[src/rtl/fetch_stage.sv]
// -----------------------------------------------------------------------------
// fetch_stage
//   Instruction-fetch stage. Owns the PC, issues reads to a synchronous
//   instruction memory with one cycle of read latency, and fills the IF/ID
//   register consumed by decode. A decode stall that arrives while a read is
//   in flight parks the returning word in a one-entry hold buffer so it is
//   neither lost nor duplicated.
//
// Ports
//   clk          in   clock, all state on rising edge
//   rst_n        in   synchronous reset, active low, highest priority
//   INT          in   load entryPoint into PC, flush, start fetching
//   entryPoint   in   start address used with INT
//   redirect     in   taken branch/jump from execute
//   redirect_pc  in   redirect target
//   stall        in   decode cannot accept a new IF/ID word this cycle
//   imem_req     out  read request (combinational from state and stall)
//   imem_addr    out  read address (the PC, word aligned)
//   imem_rdata   in   data for the request issued one cycle earlier
//   ins          out  IF/ID instruction
//   pc_out       out  IF/ID PC of ins
//   pcp4         out  IF/ID pc_out + 4
//   valid        out  IF/ID holds a real instruction
// -----------------------------------------------------------------------------
module fetch_stage #(
  parameter int                XLEN     = 32,
  parameter logic [XLEN-1:0]   RESET_PC = {XLEN{1'b0}}
) (
  input  logic             clk,
  input  logic             rst_n,
  input  logic             INT,
  input  logic [XLEN-1:0]  entryPoint,
  input  logic             redirect,
  input  logic [XLEN-1:0]  redirect_pc,
  input  logic             stall,
  output logic             imem_req,
  output logic [XLEN-1:0]  imem_addr,
  input  logic [31:0]      imem_rdata,
  output logic [31:0]      ins,
  output logic [XLEN-1:0]  pc_out,
  output logic [XLEN-1:0]  pcp4,
  output logic             valid
);

  typedef enum logic [1:0] {
    S_IDLE = 2'd0,
    S_RUN  = 2'd1,
    S_HOLD = 2'd2
  } state_t;

  localparam logic [XLEN-1:0] C_FOUR       = XLEN'(4);
  localparam logic [XLEN-1:0] C_ALIGN_MASK = ~(XLEN'(3));

  state_t            r_state;
  logic [XLEN-1:0]   r_pc;
  logic              r_inflight;
  logic [XLEN-1:0]   r_fetch_pc;
  logic [31:0]       r_hold_ins;
  logic [XLEN-1:0]   r_hold_pc;
  logic              r_hold_v;
  logic [31:0]       r_ins;
  logic [XLEN-1:0]   r_pc_out;
  logic [XLEN-1:0]   r_pcp4;
  logic              r_valid;

  state_t            w_state_nxt;
  logic [XLEN-1:0]   w_pc_nxt;
  logic              w_inflight_nxt;
  logic [XLEN-1:0]   w_fetch_pc_nxt;
  logic [31:0]       w_hold_ins_nxt;
  logic [XLEN-1:0]   w_hold_pc_nxt;
  logic              w_hold_v_nxt;
  logic [31:0]       w_ins_nxt;
  logic [XLEN-1:0]   w_pc_out_nxt;
  logic [XLEN-1:0]   w_pcp4_nxt;
  logic              w_valid_nxt;
  logic              w_req;

  // State register: synchronous active-low reset, otherwise take next-state values.
  always_ff @(posedge clk) begin
    if (!rst_n) begin
      r_state    <= S_IDLE;
      r_pc       <= RESET_PC;
      r_inflight <= 1'b0;
      r_fetch_pc <= {XLEN{1'b0}};
      r_hold_ins <= 32'd0;
      r_hold_pc  <= {XLEN{1'b0}};
      r_hold_v   <= 1'b0;
      r_ins      <= 32'd0;
      r_pc_out   <= {XLEN{1'b0}};
      r_pcp4     <= {XLEN{1'b0}};
      r_valid    <= 1'b0;
    end else begin
      r_state    <= w_state_nxt;
      r_pc       <= w_pc_nxt;
      r_inflight <= w_inflight_nxt;
      r_fetch_pc <= w_fetch_pc_nxt;
      r_hold_ins <= w_hold_ins_nxt;
      r_hold_pc  <= w_hold_pc_nxt;
      r_hold_v   <= w_hold_v_nxt;
      r_ins      <= w_ins_nxt;
      r_pc_out   <= w_pc_out_nxt;
      r_pcp4     <= w_pcp4_nxt;
      r_valid    <= w_valid_nxt;
    end
  end

  // Next-state and request logic: INT > redirect > stall > normal advance.
  always_comb begin
    w_state_nxt    = r_state;
    w_pc_nxt       = r_pc;
    w_inflight_nxt = 1'b0;
    w_fetch_pc_nxt = r_fetch_pc;
    w_hold_ins_nxt = r_hold_ins;
    w_hold_pc_nxt  = r_hold_pc;
    w_hold_v_nxt   = r_hold_v;
    w_ins_nxt      = r_ins;
    w_pc_out_nxt   = r_pc_out;
    w_pcp4_nxt     = r_pcp4;
    w_valid_nxt    = r_valid;
    w_req          = 1'b0;

    // Only RUN issues reads; a stalled decode suppresses the request so the
    // stage never has more than one word that decode has not accepted.
    case (r_state)
      S_IDLE:  w_req = 1'b0;
      S_RUN:   w_req = ~stall;
      S_HOLD:  w_req = 1'b0;
      default: w_req = 1'b0;
    endcase

    if (INT) begin
      // Flush everything; the in-flight response is dropped via inflight=0.
      w_pc_nxt     = entryPoint & C_ALIGN_MASK;
      w_hold_v_nxt = 1'b0;
      w_valid_nxt  = 1'b0;
      w_state_nxt  = S_RUN;
    end else if (redirect && (r_state != S_IDLE)) begin
      w_pc_nxt     = redirect_pc & C_ALIGN_MASK;
      w_hold_v_nxt = 1'b0;
      w_valid_nxt  = 1'b0;
      w_state_nxt  = S_RUN;
    end else begin
      case (r_state)
        S_IDLE: begin
          w_state_nxt = S_IDLE;
        end
        S_RUN: begin
          if (w_req) begin
            w_pc_nxt       = r_pc + C_FOUR;
            w_inflight_nxt = 1'b1;
            w_fetch_pc_nxt = r_pc;
          end else begin
            w_inflight_nxt = 1'b0;
          end
          if (r_inflight) begin
            if (!stall) begin
              w_ins_nxt    = imem_rdata;
              w_pc_out_nxt = r_fetch_pc;
              w_pcp4_nxt   = r_fetch_pc + C_FOUR;
              w_valid_nxt  = 1'b1;
            end else begin
              // Decode is busy: park the returning word instead of losing it.
              w_hold_ins_nxt = imem_rdata;
              w_hold_pc_nxt  = r_fetch_pc;
              w_hold_v_nxt   = 1'b1;
              w_state_nxt    = S_HOLD;
            end
          end else begin
            if (!stall) begin
              w_valid_nxt = 1'b0;
            end else begin
              w_valid_nxt = r_valid;
            end
          end
        end
        S_HOLD: begin
          if (!stall) begin
            w_ins_nxt    = r_hold_ins;
            w_pc_out_nxt = r_hold_pc;
            w_pcp4_nxt   = r_hold_pc + C_FOUR;
            w_valid_nxt  = 1'b1;
            w_hold_v_nxt = 1'b0;
            w_state_nxt  = S_RUN;
          end else begin
            w_state_nxt = S_HOLD;
          end
        end
        default: begin
          w_state_nxt = S_IDLE;
        end
      endcase
    end
  end

  assign imem_req  = w_req;
  assign imem_addr = r_pc;
  assign ins       = r_ins;
  assign pc_out    = r_pc_out;
  assign pcp4      = r_pcp4;
  assign valid     = r_valid;

endmodule
[config.mk]
export PLATFORM = sky130hd
export DESIGN_NAME = fetch_stage
export DESIGN_NICKNAME = d
export VERILOG_FILES = /design/src/rtl/fetch_stage.sv
export SDC_FILE = /design/constraint.sdc
export NUM_CORES = 1
export LEC_CHECK = 0
export ABC_AREA = 1
export ABC_CLOCK_PERIOD_IN_PS = 4800
export CELL_PAD_IN_SITES_DETAIL_PLACEMENT = 2
export CELL_PAD_IN_SITES_GLOBAL_PLACEMENT = 2
export CORE_ASPECT_RATIO = 1.1
export CORE_MARGIN = 1
export CORE_UTILIZATION = 30
export CTS_BUF_LIST = sky130_fd_sc_hd__clkbuf_4
export DETAILED_ROUTE_END_ITERATION = 6
export PLACE_DENSITY_LB_ADDON = 0.1
export SYNTH_ARGS = -nofsm -noshare
export SYNTH_HDL_FRONTEND = slang
export SYNTH_SLANG_ARGS = --single-unit
[constraint.sdc]
create_clock -name clk -period 4.8 [get_ports clk]
set_input_delay 0.48 -clock clk [delete_from_list [all_inputs] [get_ports clk]]
set_output_delay 0.48 -clock clk [all_outputs]
set_load 0.05 [all_outputs]
==> out/metrics.cfg, run 1 <==
[sta]
rsz0062_at_grt = no
slew_headroom_pct = 34.8
final-hold-violation-count = 0
finalSetupViolCount = 0
final_max_slew_viol_count = 0
fmax_mhz = 315
setup_tns_ps = 0
worst_pin_slew_ps = 978
post-route-period-util_pct = 66.2
skew_ps = 50.0
fin_hold_ws_ps = 313
fin_crit_ps = 3180
setup_ws_ps = 1620

[worst_setup_path]
crit_path_end = imem_req
r2r_cells = 15
path_max_fanout = 5
critical_path_class = flip-flop to output port
critPathRequiredTime_ps = 4320
ff2ff_setup_slack_ps = 1770
cp.arrival_ps = 2700
r2r_end = pcp4[24]$_SDFFE_PN0P_
start_kind = flip-flop
r2r-start = r_state[0]$_SDFFE_PN0P_
end_kind = output port
startpoint = r_state[1]$_SDFFE_PP0P_

[routing]
totalWireLength_mm = 39.5
antenna_left = 0
drt_iter0_markers = 446
firstDrtPassIters = 4
num_vias = 11353
wire_per_inst_um = 17.3
drc_errors = 0
routed_via_density = 4.99

[die]
num_rows = 71
core_area_mm2 = 0.0345
die_h_um = 199
floorplan.die_area_mm2 = 0.0361
start_util_pct = 30.7
die_w_um = 181
io_pins = 231

[layout]
drive_above_1_share_pct = 8.88
mostFrequentLayoutCell = nand2_1
final_cell_mix = 410 x nand2_1, 230 x nor2_1, 219 x clkdlybuf4s50_1
nets = 1893
syn2layout_area_growth_pct = 30.4

[cts]
postCtsResizedCells = 0
clk_latency_ps = 750
cts_sinks = 218
root_buffer = clkbuf_4
cts_buffers = 60
clk_pin_slew_ps = 70
hold_buffers = 0
cts_max_path_buffers = 3
htreeDepth = 2
postCtsSetupBuffers = 0
cts_tree = done

[synthesis]
yosys.area_share.adder_pct = 0.590
synthSimpleGateAreaFrac_pct = 30.8
ys_ff_latch = 218
synth_top_family_by_area = simple AND/OR/NAND/NOR gates
synth_edf_count = 0
ys_async_sr_fraction_pct = 0
synth_ff_type = dfxtp_1
synth_compound_area_share_pct = 17.7
synthXorXnorAreaFrac_pct = 1.41
syn_area_mm2 = 0.0106
muxShareOfSynthArea_pct = 0
yosysWarnings = 0
synth_cell_types = 45
syn_inst = 1581
syn_area_per_cell_um2 = 6.70
ys_seq_area_share_pct = 41.2

[power_and_ir_drop]
p_comb_share_pct = 18.1
total_power_mw = 4.48
leakagePower_nw = 5.66
peakVddDrop_v = 0.000149
p_sw_mw = 1.46
p_seq_share_pct = 44.0
p_per_area_mw_per_mm2 = 324
switching_share_pct = 32.6
p_clk_share_pct = 38.0
p_int_mw = 3.02

[placement]
place_congestion = 0.792
pre_cts_slack_ps = 1380
port_buffers = 220
dp_hpwl_mm = 27.6

[outcome]
status = finished clean

[grt]
grt_max_degree = 88
antenna_found_initial = 1
gr-total-overflow = 0
grt_pass1_wl_mm = 64.2
grt_pass1_vias = 12320
grt_usage_pct = 22.1

[hold_path]
hold_class = input port to flip-flop

[flow_run]
drv_cap = 0

## area by class of cell
cell class                 count  area [µm²]
antenna                        1        2.50
clock buffer                  90         676
clock inverter                21        91.3
fill                        4130       20700
inverter                     108         413
multi-input combinational   1163        5390
sequential                   218        4360
tap                          438         548
timing repair buffer         236        2330
## synth_stat cells, drive strengths merged, types with 7 or more instances
cell type | number | share of area [%]
nand2 | 423 | 15
nor2 | 249 | 9.6
dfxtp | 218 | 41
o21ai | 193 | 9.2
inv | 105 | 3.8
a21oi | 92 | 4.4
nand3 | 73 | 3.5
clkbuf | 66 | 2.3
a31oi | 46 | 2.7
buf | 31 | 2.0
nor3 | 14 | 0.77
nand4 | 13 | 0.89
xor2 | 10 | 0.83
a211oi | 7 | 0.50
xnor2 | 7 | 0.58
## through the flow
| step | area, µm² | utilization (%) | instances |
|---|---|---|---|
| after floorplan | 10600 | - | 1586 |
| after global placement | 13000 | 37.8 | 2163 |
| after detailed placement | 13000 | 37.8 | 2163 |
| after CTS | 13800 | 40.1 | 2274 |
| after global routing | 13800 | 40.1 | 2275 |
| final | 13800 | 40.1 | 2275 |
## state kept, by name, indices dropped and copies added, names as in the netlist
| register | flops |
|---|---|
| r_state | 2 |
| r_fetch_pc | 30 |
| r_hold_pc | 30 |
| r_hold_ins | 32 |
| valid | 1 |
| pcp4 | 30 |
| imem_addr | 30 |
| pc_out | 30 |
| r_inflight | 1 |
| ins | 32 |
## how the worst min path moves through the flow
stage | startpoint | to | slack (ps) | depth (start not counted)
after CTS | rst_n | pcp4[15]$_SDFFE_PN0P_ | 230 | 3
after global placement | r_hold_pc[8]$_SDFFE_PN0P_ | r_hold_pc[8]$_SDFFE_PN0P_ | 430 | 2
after global routing | entryPoint[8] | imem_addr[8]$_SDFFE_PN0P_ | 280 | 3
after detailed placement | r_hold_pc[8]$_SDFFE_PN0P_ | r_hold_pc[8]$_SDFFE_PN0P_ | 460 | 2
final | entryPoint[8] | imem_addr[8]$_SDFFE_PN0P_ | 310 | 3
after floorplan | r_hold_pc[8]$_SDFFE_PN0P_ | r_hold_pc[8]$_SDFFE_PN0P_ | 420 | 2
## worst max-delay path: stages (launching register included)
cell             delay (ps)
dfxtp_1                 320
inv_1                   110
ha_1                    210
inv_2                    80
nor2_2                  330
clkdlybuf4s50_1         890
## per-layer routing
metal	GRT usage [%]	up-vias	part of all wire, %
met5	0	-	0
met4	8.32	0	2.7
met3	3.61	62	3.6
met2	38.2	236	48
met1	27.5	5474	46
li1	-	5581	-
## logic make-up (layout without fill, tap and decap cells)
group	after synthesis	in the layout
adder cells (fa/ha/maj)	5	5
XOR/XNOR	17	17
AO/OA/AOI/OAI	351	351
other	1	7
buffers and inverters	205	455
AND/OR/NAND/NOR	784	784
flip-flops	218	218
## power groups by stage
| stage | clock (mW) | combinational, mW | sequential (mW) |
|---|---|---|---|
| global placement | 0 | 0.797 | 2.01 |
| CTS | 1.78 | 0.818 | 1.97 |
| floorplan | 0 | 0.300 | 2.19 |
| finish | 1.70 | 0.808 | 1.97 |
| detailed placement | 0 | 0.811 | 2.01 |
| global route | 1.88 | 0.876 | 1.98 |
No activity file was read; power rests on OpenSTA's default activity.
==> inputs of run 2 (changes only) <==
- ABC_CLOCK_PERIOD_IN_PS: 4800 -> 2700
- CORE_UTILIZATION: 30 -> 25
- clock period: 4.8 -> 2.7 ns (I/O delays scaled with it)
==> run 2 against run 1 <==
Net effect:
- wire length is 5.6% higher
- design area is 3.6% higher
- count of clock-buffer cells in the layout is 10 higher
- via count is 0.85% higher
- non-clock buffer count is 23 higher
- core utilization is 5.6 points lower
- clock power is 94% higher
- total power is 85% higher
- final cell count is 6.5% higher
- worst hold slack worse by 180 ps
==> out/metrics.cfg, run 2 (same netlist as run 1, synthesis figures left out) <==
[sta]
post-route-period-util_pct = 89.0
slew_headroom_pct = 58.6  ; was 34.8%
skew_ps = 64.0  ; was 50.0 ps
final-hold-violation-count = 0  ; unchanged
setup_tns_ps = 0  ; unchanged
fmax_mhz = 416
finalSetupViolCount = 0  ; unchanged
setup_ws_ps = 297  ; was 1620 ps
worst_pin_slew_ps = 614  ; was 978 ps
fin_crit_ps = 2400
rsz0062_at_grt = no  ; unchanged
final_max_slew_viol_count = 0  ; unchanged
fin_hold_ws_ps = 131  ; was 313 ps

[cts]
cts_buffers = 68  ; was 60
root_buffer = clkbuf_4  ; unchanged
postCtsResizedCells = 0  ; unchanged
postCtsSetupBuffers = 0  ; unchanged
cts_sinks = 218  ; unchanged
hold_buffers = 1  ; was 0
htreeDepth = 3  ; was 2
cts_tree = done  ; unchanged
clk_latency_ps = 750  ; about the same
cts_max_path_buffers = 3  ; unchanged
clk_pin_slew_ps = 60  ; was 70 ps

[hold_path]
holdPathEnd = ins[29]$_SDFFE_PN0P_  ; was imem_addr[8]$_SDFFE_PN0P_
holdPathStages = 3  ; unchanged
hold_class = input port to flip-flop  ; unchanged
hold_start = imem_rdata[29]  ; was entryPoint[8]

[grt]
grt_usage_pct = 19.8  ; was 22.1%
antenna_found_initial = 1  ; unchanged
grt_pass1_wl_mm = 67.1  ; was 64.2 mm
grt_max_degree = 107  ; was 88
gr-total-overflow = 0  ; unchanged
grt_pass1_vias = 12518  ; was 12320

[placement]
port_buffers = 220  ; unchanged
dp_hpwl_mm = 30.0  ; was 27.6 mm
placed_area_mm2 = 0.0135  ; was 0.0130 mm²
placedCellCount = 2307  ; was 2163
place_congestion = 0.784  ; was 0.792
pre_cts_slack_ps = 291  ; was 1380 ps

[routing]
totalWireLength_mm = 41.7  ; was 39.5 mm
routed_via_density = 4.73  ; was 4.99
drc_errors = 0  ; unchanged
antenna_left = 0  ; unchanged
wire_per_inst_um = 17.2  ; was 17.3 µm
drt_iter0_markers = 318  ; was 446
num_vias = 11450  ; was 11353
firstDrtPassIters = 4  ; unchanged

[die]
die_h_um = 218  ; was 199 µm
io_pins = 231  ; unchanged
floorplan.die_area_mm2 = 0.0432  ; was 0.0361 mm²
die_w_um = 198  ; was 181 µm
num_rows = 78  ; was 71
core_area_mm2 = 0.0415  ; was 0.0345 mm²
start_util_pct = 25.5  ; was 30.7%

[worst_setup_path]
start_kind = flip-flop  ; unchanged
r2r-start = r_state[0]$_SDFFE_PN0P_  ; unchanged
path_max_fanout = 19  ; was 5
end_kind = flip-flop  ; was output port
ff2ff_setup_slack_ps = 300  ; was 1770 ps
r2r_end = pcp4[21]$_SDFFE_PN0P_  ; was pcp4[24]$_SDFFE_PN0P_
cp.arrival_ps = 3040  ; was 2700 ps
r2r_cells = 15  ; unchanged
critical_path_class = flip-flop to flip-flop  ; was flip-flop to output port
critPathRequiredTime_ps = 3340  ; was 4320 ps

[power_and_ir_drop]
leakagePower_nw = 5.86  ; was 5.66 nW
peakVddDrop_v = 0.000195  ; was 0.000149 V
total_power_mw = 8.29  ; was 4.48 mW
p_per_area_mw_per_mm2 = 579  ; was 324 mW/mm²

[outcome]
status = finished clean  ; unchanged

[layout]
drive_above_1_share_pct = 10.6  ; was 8.88%
syn2layout_area_growth_pct = 35.1  ; was 30.4%
nets = 1924  ; was 1893
fin_area_mm2 = 0.0143  ; was 0.0138 mm²
utilization_pct = 34.5  ; was 40.1%
final_cell_mix = 410 x nand2_1, 230 x nor2_1, 218 x dfxtp_1, 218 x clkdlybuf4s50_1, 185 x o21ai_0  ; was 410 x nand2_1, 230 x nor2_1, 219 x clkdlybuf4s50_1
instances_no_fill = 2422  ; was 2275
mostFrequentLayoutCell = nand2_1  ; unchanged

[flow_run]
drv_cap = 0  ; unchanged

-- run 2: per-layer routing --
layer | vias to the layer above | global-route usage (%) | share of wire [%]
met5 | - | 0 | 0
met4 | 0 | 7.98 | 2.9
met3 | 78 | 3.84 | 4.0
met2 | 237 | 33.0 | 47
met1 | 5489 | 24.8 | 46
li1 | 5646 | - | -
-- run 2: cell type report --
type	count	area, µm²
Antenna cell	1	2.50
Clock buffer	100	751
Clock inverter	13	76.3
Fill cell	4961	27200
Inverter	108	413
Multi-Input combinational cell	1163	5390
Sequential cell	218	4360
Tap cell	560	701
Timing Repair Buffer	259	2620
-- run 2: worst max path at each step --
| stage | from | end | slack (ps) | cells past startpoint |
|---|---|---|---|---|
| after floorplan | r_state[0]$_SDFFE_PN0P_ | pcp4[24]$_SDFFE_PN0P_ | 400 | 16 |
| after detailed placement | r_state[0]$_SDFFE_PN0P_ | pcp4[22]$_SDFFE_PN0P_ | 290 | 15 |
| after CTS | r_state[1]$_SDFFE_PP0P_ | imem_req | 180 | 6 |
| after global routing | r_state[0]$_SDFFE_PN0P_ | pcp4[22]$_SDFFE_PN0P_ | 40 | 15 |
| final | r_state[0]$_SDFFE_PN0P_ | pcp4[21]$_SDFFE_PN0P_ | 300 | 15 |
| after global placement | r_state[0]$_SDFFE_PN0P_ | pcp4[20]$_SDFFE_PN0P_ | 360 | 14 |
-- run 2: worst max-delay path, cell delays in order (launching register included) --
cell and delay (ps):
dfxtp_1 330, inv_1 80, ha_2 220, buf_4 180, inv_6 80, buf_12 150
nand2_1 60, nand2_1 180, nand2_2 120, nor2_4 110, nand2_2 140, nor2_8 190
nand3_1 190, nand2_1 120, nand2_1 60, nor2_1 110
-- run 2: report_power, final --
part / internal, mW / switching (mW)
sequential: 3.35 / 0.140
combinational: 0.532 / 0.970
clock: 1.77 / 1.53
total: 5.65 / 2.64
